[config.mk]
export PLATFORM = sky130hd
export DESIGN_NAME = cla_pipe_adder_flat
export DESIGN_NICKNAME = d
export VERILOG_FILES = /design/src/rtl/cla_pipe_adder_if.sv /design/src/rtl/cla_pipe_adder.sv /design/src/flat_wrapper.sv
export SDC_FILE = /design/constraint.sdc
export NUM_CORES = 1
export LEC_CHECK = 0
export ABC_AREA = 1
export CORE_MARGIN = 2
export CORE_UTILIZATION = 30
export DETAILED_ROUTE_END_ITERATION = 8
export GPL_TIMING_DRIVEN = 0
export PLACE_DENSITY = 0.58
export SYNTH_ARGS = -nofsm -noshare
export SYNTH_HDL_FRONTEND = slang
export SYNTH_SLANG_ARGS = --single-unit
[constraint.sdc]
create_clock -name clk -period 2.3 [get_ports clk]
set_input_delay 0.23 -clock clk [delete_from_list [all_inputs] [get_ports clk]]
set_output_delay 0.23 -clock clk [all_outputs]
set_load 0.01 [all_outputs]
[src/rtl/cla_pipe_adder_if.sv]
// rtl/cla_pipe_adder_if.sv - operand/result handshake bundle for cla_pipe_adder
//
// Purpose: groups the operand-side and result-side valid/ready channels of the
//          pipelined carry-lookahead adder.
// Signals:
//   in_valid / in_ready     operand pair handshake
//   a, b [WIDTH]            operands
//   cin                     carry into bit 0
//   sub                     subtract select (only when CLA_SUB_EN is defined)
//   out_valid / out_ready   result handshake
//   sum [WIDTH], cout, ovf  result, carry out, two's-complement overflow
// Modports: master = operand source / result sink, slave = the adder.
// Build option: CLA_SUB_EN adds the sub signal.

interface cla_pipe_adder_if #(
  parameter int WIDTH = 16
);
  logic             in_valid;
  logic             in_ready;
  logic [WIDTH-1:0] a;
  logic [WIDTH-1:0] b;
  logic             cin;
`ifdef CLA_SUB_EN
  logic             sub;
`endif
  logic             out_valid;
  logic             out_ready;
  logic [WIDTH-1:0] sum;
  logic             cout;
  logic             ovf;

`ifdef CLA_SUB_EN
  modport master (
    output in_valid, a, b, cin, sub, out_ready,
    input  in_ready, out_valid, sum, cout, ovf
  );
  modport slave (
    input  in_valid, a, b, cin, sub, out_ready,
    output in_ready, out_valid, sum, cout, ovf
  );
`else
  modport master (
    output in_valid, a, b, cin, out_ready,
    input  in_ready, out_valid, sum, cout, ovf
  );
  modport slave (
    input  in_valid, a, b, cin, out_ready,
    output in_ready, out_valid, sum, cout, ovf
  );
`endif
endinterface

[src/rtl/cla_pipe_adder.sv]
// rtl/cla_pipe_adder.sv - three-stage pipelined two-level carry-lookahead adder
//
// Purpose: takes one operand pair per cycle, forms bit propagate/generate terms,
//          resolves group and intra-group carries purely through P/G lookahead
//          and returns sum, carry out and overflow. The result is valid three
//          clocks after the operand is presented (the accepting edge is the first
//          of the three) when downstream does not stall.
// Ports:
//   clk     rising-edge clock
//   rst_n   asynchronous active-low reset; flushes every in-flight operation
//   bus     cla_pipe_adder_if.slave: in_valid/in_ready, a, b, cin, [sub],
//           out_valid/out_ready, sum, cout, ovf
// Parameters: WIDTH operand width (multiple of GROUP), GROUP bits per lookahead group.
// Build option: CLA_SUB_EN enables subtraction (b inverted, carry-in forced to 1).

module cla_pipe_adder #(
  parameter int WIDTH = 16,
  parameter int GROUP = 4
) (
  input logic            clk,
  input logic            rst_n,
  cla_pipe_adder_if.slave bus
);
  localparam int NG = WIDTH / GROUP;

  logic             adv;
  logic [WIDTH-1:0] b_eff;
  logic             c0_in;

  // stage 1
  logic             v1;
  logic [WIDTH-1:0] p1, g1;
  logic             c0_1;
  // stage 2
  logic             v2;
  logic [WIDTH-1:0] p2, g2;
  logic [NG:0]      gc2;
  // stage 3 (output)
  logic             out_valid_q;
  logic [WIDTH-1:0] sum_q;
  logic             cout_q, ovf_q;

  logic [NG-1:0]    gp, gg;
  logic [NG:0]      cg;
  logic [WIDTH:0]   c;
  logic [WIDTH-1:0] sum_nxt;

  // Whole pipe moves as one; only a stalled valid result blocks it.
  assign adv          = !out_valid_q || bus.out_ready;
  assign bus.in_ready = adv;
  assign bus.out_valid = out_valid_q;
  assign bus.sum      = sum_q;
  assign bus.cout     = cout_q;
  assign bus.ovf      = ovf_q;

  always_comb begin
`ifdef CLA_SUB_EN
    b_eff = bus.b ^ {WIDTH{bus.sub}};
    c0_in = bus.cin | bus.sub;
`else
    b_eff = bus.b;
    c0_in = bus.cin;
`endif
  end

  // Group propagate/generate, then the second-level carry chain across groups.
  always_comb begin
    gp = '0;
    gg = '0;
    cg = '0;
    cg[0] = c0_1;
    for (int k = 0; k < NG; k++) begin
      gp[k] = &p1[k*GROUP +: GROUP];
      gg[k] = g1[k*GROUP];
      for (int j = 1; j < GROUP; j++) begin
        gg[k] = g1[k*GROUP+j] | (p1[k*GROUP+j] & gg[k]);
      end
      cg[k+1] = gg[k] | (gp[k] & cg[k]);
    end
  end

  // Intra-group carries seeded by each group carry-in. The carry computed out of
  // the top of a group is overwritten by the lookahead carry of the next group;
  // both are equal, the lookahead one is the architectural source.
  always_comb begin
    c       = '0;
    sum_nxt = '0;
    for (int k = 0; k < NG; k++) begin
      c[k*GROUP] = gc2[k];
      for (int j = 0; j < GROUP; j++) begin
        c[k*GROUP+j+1]   = g2[k*GROUP+j] | (p2[k*GROUP+j] & c[k*GROUP+j]);
        sum_nxt[k*GROUP+j] = p2[k*GROUP+j] ^ c[k*GROUP+j];
      end
    end
  end

  always_ff @(posedge clk or negedge rst_n) begin
    if (!rst_n) begin
      v1          <= 1'b0;
      p1          <= '0;
      g1          <= '0;
      c0_1        <= 1'b0;
      v2          <= 1'b0;
      p2          <= '0;
      g2          <= '0;
      gc2         <= '0;
      out_valid_q <= 1'b0;
      sum_q       <= '0;
      cout_q      <= 1'b0;
      ovf_q       <= 1'b0;
    end else if (adv) begin
      v1          <= bus.in_valid;
      p1          <= bus.a ^ b_eff;
      g1          <= bus.a & b_eff;
      c0_1        <= c0_in;
      v2          <= v1;
      p2          <= p1;
      g2          <= g1;
      gc2         <= cg;
      out_valid_q <= v2;
      sum_q       <= sum_nxt;
      cout_q      <= gc2[NG];
      ovf_q       <= c[WIDTH-1] ^ c[WIDTH];
    end
  end
endmodule
[src/flat_wrapper.sv]
// flat-port wrapper written by rule: the top's interface ports become plain ports
module cla_pipe_adder_flat 
#(
  parameter int WIDTH = 16,
  parameter int GROUP = 4
)
  (clk, rst_n, bus_in_valid, bus_a, bus_b, bus_cin, bus_out_ready, bus_in_ready, bus_out_valid, bus_sum, bus_cout, bus_ovf);
  cla_pipe_adder_if #(.WIDTH(WIDTH)) bus_i ();
  input logic clk;
  input logic rst_n;
  input wire logic [$bits(bus_i.in_valid)-1:0] bus_in_valid;
  input wire logic [$bits(bus_i.a)-1:0] bus_a;
  input wire logic [$bits(bus_i.b)-1:0] bus_b;
  input wire logic [$bits(bus_i.cin)-1:0] bus_cin;
  input wire logic [$bits(bus_i.out_ready)-1:0] bus_out_ready;
  output wire logic [$bits(bus_i.in_ready)-1:0] bus_in_ready;
  output wire logic [$bits(bus_i.out_valid)-1:0] bus_out_valid;
  output wire logic [$bits(bus_i.sum)-1:0] bus_sum;
  output wire logic [$bits(bus_i.cout)-1:0] bus_cout;
  output wire logic [$bits(bus_i.ovf)-1:0] bus_ovf;
  assign bus_i.in_valid = bus_in_valid;
  assign bus_i.a = bus_a;
  assign bus_i.b = bus_b;
  assign bus_i.cin = bus_cin;
  assign bus_i.out_ready = bus_out_ready;
  assign bus_in_ready = bus_i.in_ready;
  assign bus_out_valid = bus_i.out_valid;
  assign bus_sum = bus_i.sum;
  assign bus_cout = bus_i.cout;
  assign bus_ovf = bus_i.ovf;
  cla_pipe_adder #(.WIDTH(WIDTH), .GROUP(GROUP)) u_core (.clk(clk), .rst_n(rst_n), .bus(bus_i));
endmodule
==> impl_metrics.tcl <==
set metrics [dict create \
    outcome "finished, final reports clean" \
    hp-class "primary input to asynchronous set/reset pin" \
    drv_slew 0 \
    post-route-util 0.399 \
    dr.pass1.iters 4 \
    grt_max_degree 73 \
    ys.warnings.count 0 \
    globalRouteTotalUtil 0.145 \
    antenna_found_initial 0 \
    cts_tree "done" \
    synth_nets 476 \
    drive_gt1_frac 0.0844 \
    slew_headroom 0.535 \
    preCtsSetupSlack_ps -158 \
    yosysTopAreaCellShare 0.573 \
    ys_seq_area_frac 0.573 \
    die_x_um 117 \
    numCtsBuffers 9 \
    drtIter0Drc 184 \
    vias_per_cell 4.48 \
    io_pins 57 \
    synth_area_leaders "dfrtp_1, nand2_1, ha_1" \
    fp.dieH_um 117 \
    ant_nets 0 \
    worstMarginPinSlew_ps 697 \
    rsz0062_at_grt "false" \
    port_buffers 56 \
    synth_cells 410 \
    grt_pass1_wl_um 14800 \
    drc 0 \
    clock-sinks 88 \
    routed_wl_um 9120 \
    syn-cell-area_um2 3840 \
    h-tree-depth 3 \
    cp.arrival_ps 2430 \
    wl_met1_um 4330 \
    die_area_um2 13700 \
    clock_path_buffers 2 \
    via_count 2947 \
    syn_area_per_cell_um2 9.37 \
    insertion_delay_ps 340 \
    synth.top_cells.by_count "nand2_1, dfrtp_1, o21ai_0, inv_1, ha_1" \
    wl_met2_um 4300 \
    rows 41 \
    cp_max_fo 2 \
    synth-seq-cells 88 \
    grt_pass1_vias 2990 \
    synthDistinctLibCells 22 \
    hold_slack_ps 296 \
    setup_tns_ps 0 \
    core_um2 12600 \
    finalClockSkew_ps 6.29 \
    crit_required_ps 2530 \
    finalSetupViolations 0 \
    p_leak_nw 2.39 \
    start_kind "flop" \
    highest_layer "met4" \
    routedWlPerCell_um 13.9 \
    critPathKind "flop to flop" \
    fin_crit_ps 2200 \
    finalPower_mw 5.74 \
    fin_crit_sh 0.958 \
    timing.final.ws_setup_ps 96.6 \
    vdd_drop_max_v 0.000405 \
    ys_async_sr_fraction 1.00 \
    syn2layout_area_growth_pct 30.3 \
    gp_congestion 0.827 \
    crit_path_end_kind "flop" \
    grt_overflow_total 0 \
    cts-root-buf "clkbuf_16" \
    synth_top_area_cell "dfrtp_1" \
    maxCapViolCount 0 \
    power_per_cell_area_nw_per_um2 1150 \
    synth.most_common_cell "nand2_1" \
    fin_nets 548 \
    synth_enable_flop_cells 0 \
    dp_hpwl_um 6480 \
    hold_violations 0 \
    diodes 0 \
    max_freq_mhz 454 \
    cts.clk_slew.worst_paths_ps 60 \
    ys.flop_type "dfrtp_1" \
    start_util 0.306 \
    wl_met3_um 262 \
]
-- state kept, by name (all words and copies together), names as in the netlist --
signal / count
u_core.p1: 16
u_core.c0_1: 1
u_core.gc2: 5
u_core.g2: 13
u_core.bus.cout: 1
u_core.v1: 1
u_core.g1: 16
u_core.bus.sum: 16
u_core.bus.out_valid: 1
u_core.bus.ovf: 1
u_core.v2: 1
u_core.p2: 16
-- report_power, final --
| group | leakage, nW | switching [mW] | total, mW | internal [mW] |
|---|---|---|---|---|
| registers | 1.09 | 0.285 | 2.35 | 2.06 |
| logic | 1.16 | 0.999 | 1.88 | 0.878 |
| clock network | 0.143 | 0.570 | 1.52 | 0.946 |
| total | 2.39 | 1.85 | 5.74 | 3.89 |
-- placed cells by master, fill, tap and decap left out, drive strengths merged --
cell type and n:
nor3 3, dlygate4sd3 1, a21oi 5, o22ai 1, dfrtp 88, clkdlybuf4s50 55
nand3 3, xor2 3, nor4 1, bufinv 2, nor2 13, o21ai 64
or2 9, inv 32, xnor2 1, a31oi 3, buf 14, ha 29
nand2 137, clkinvlp 1, clkbuf 21
-- cells by family after synthesis --
| logic type | Yosys count | synth area share |
|---|---|---|
| compound gates | 73 | 0.0964 |
| xor+xnor | 4 | 0.00912 |
| fa+ha+maj | 29 | 0.0944 |
| buf+inv | 50 | 0.0547 |
| flops | 88 | 0.573 |
| simple gates | 166 | 0.173 |
-- layer usage --
layer,vias up,GRT usage
li1,1455,-
met1,1424,0.194
met2,55,0.231
met3,13,0.0211
met4,0,0.0714
met5,-,0
-- critical path, stage by stage (launching register included) --
cell,delay [ps]
dfrtp_1,390
ha_2,190
or2_4,250
ha_4,150
or2_4,240
ha_2,180
nor2_2,110
inv_1,60
ha_1,190
nor2_1,120
xnor2_1,130
o21ai_1,80
-- worst paths after layout --
kind	start	end	slack [ps]	cells after the start
max	u_core.gc2[3]	u_core.bus.ovf	100	11
min	rst_n	u_core.p1[11]	300	2
max reg2reg	u_core.gc2[3]	u_core.bus.ovf	100	11
min reg2reg	u_core.bus.sum[15]	u_core.bus.sum[15]	480	2
max in group asynchronous	rst_n	u_core.p2[4]	1400	3
min in group clk	bus_in_valid	u_core.v1	440	3
-- timing repair --
item | 4_1_cts | 5_1_grt
hold endpoints to repair | 16 | 0
resized for setup | 5 | 3
buffers inserted | 3 | 1
hold buffers | 1 | 0
pin swaps | 3 | 5
endpoints found under the setup margin | 2 | 2
-- layout make-up --
| class | instances | area, um^2 |
|---|---|---|
| Timing Repair Buffer | 62 | 626 |
| Tap cell | 172 | 215 |
| Fill cell | 1237 | 7560 |
| Sequential cell | 88 | 2200 |
| Clock inverter | 3 | 67.6 |
| Multi-Input combinational cell | 272 | 1460 |
| Clock buffer | 12 | 236 |
| Inverter | 32 | 120 |
| Buffer | 17 | 85.1 |
-- stage by stage --
stage | std cells | area [um^2]
2_1_floorplan | 410 | 3840
4_1_cts | 658 | 4990
5_1_grt | 658 | 5010
3_3_place_gp | 638 | 4620
3_5_place_dp | 639 | 4640
6_report | 658 | 5010
Note: power is estimated with default switching activity, not from simulation.
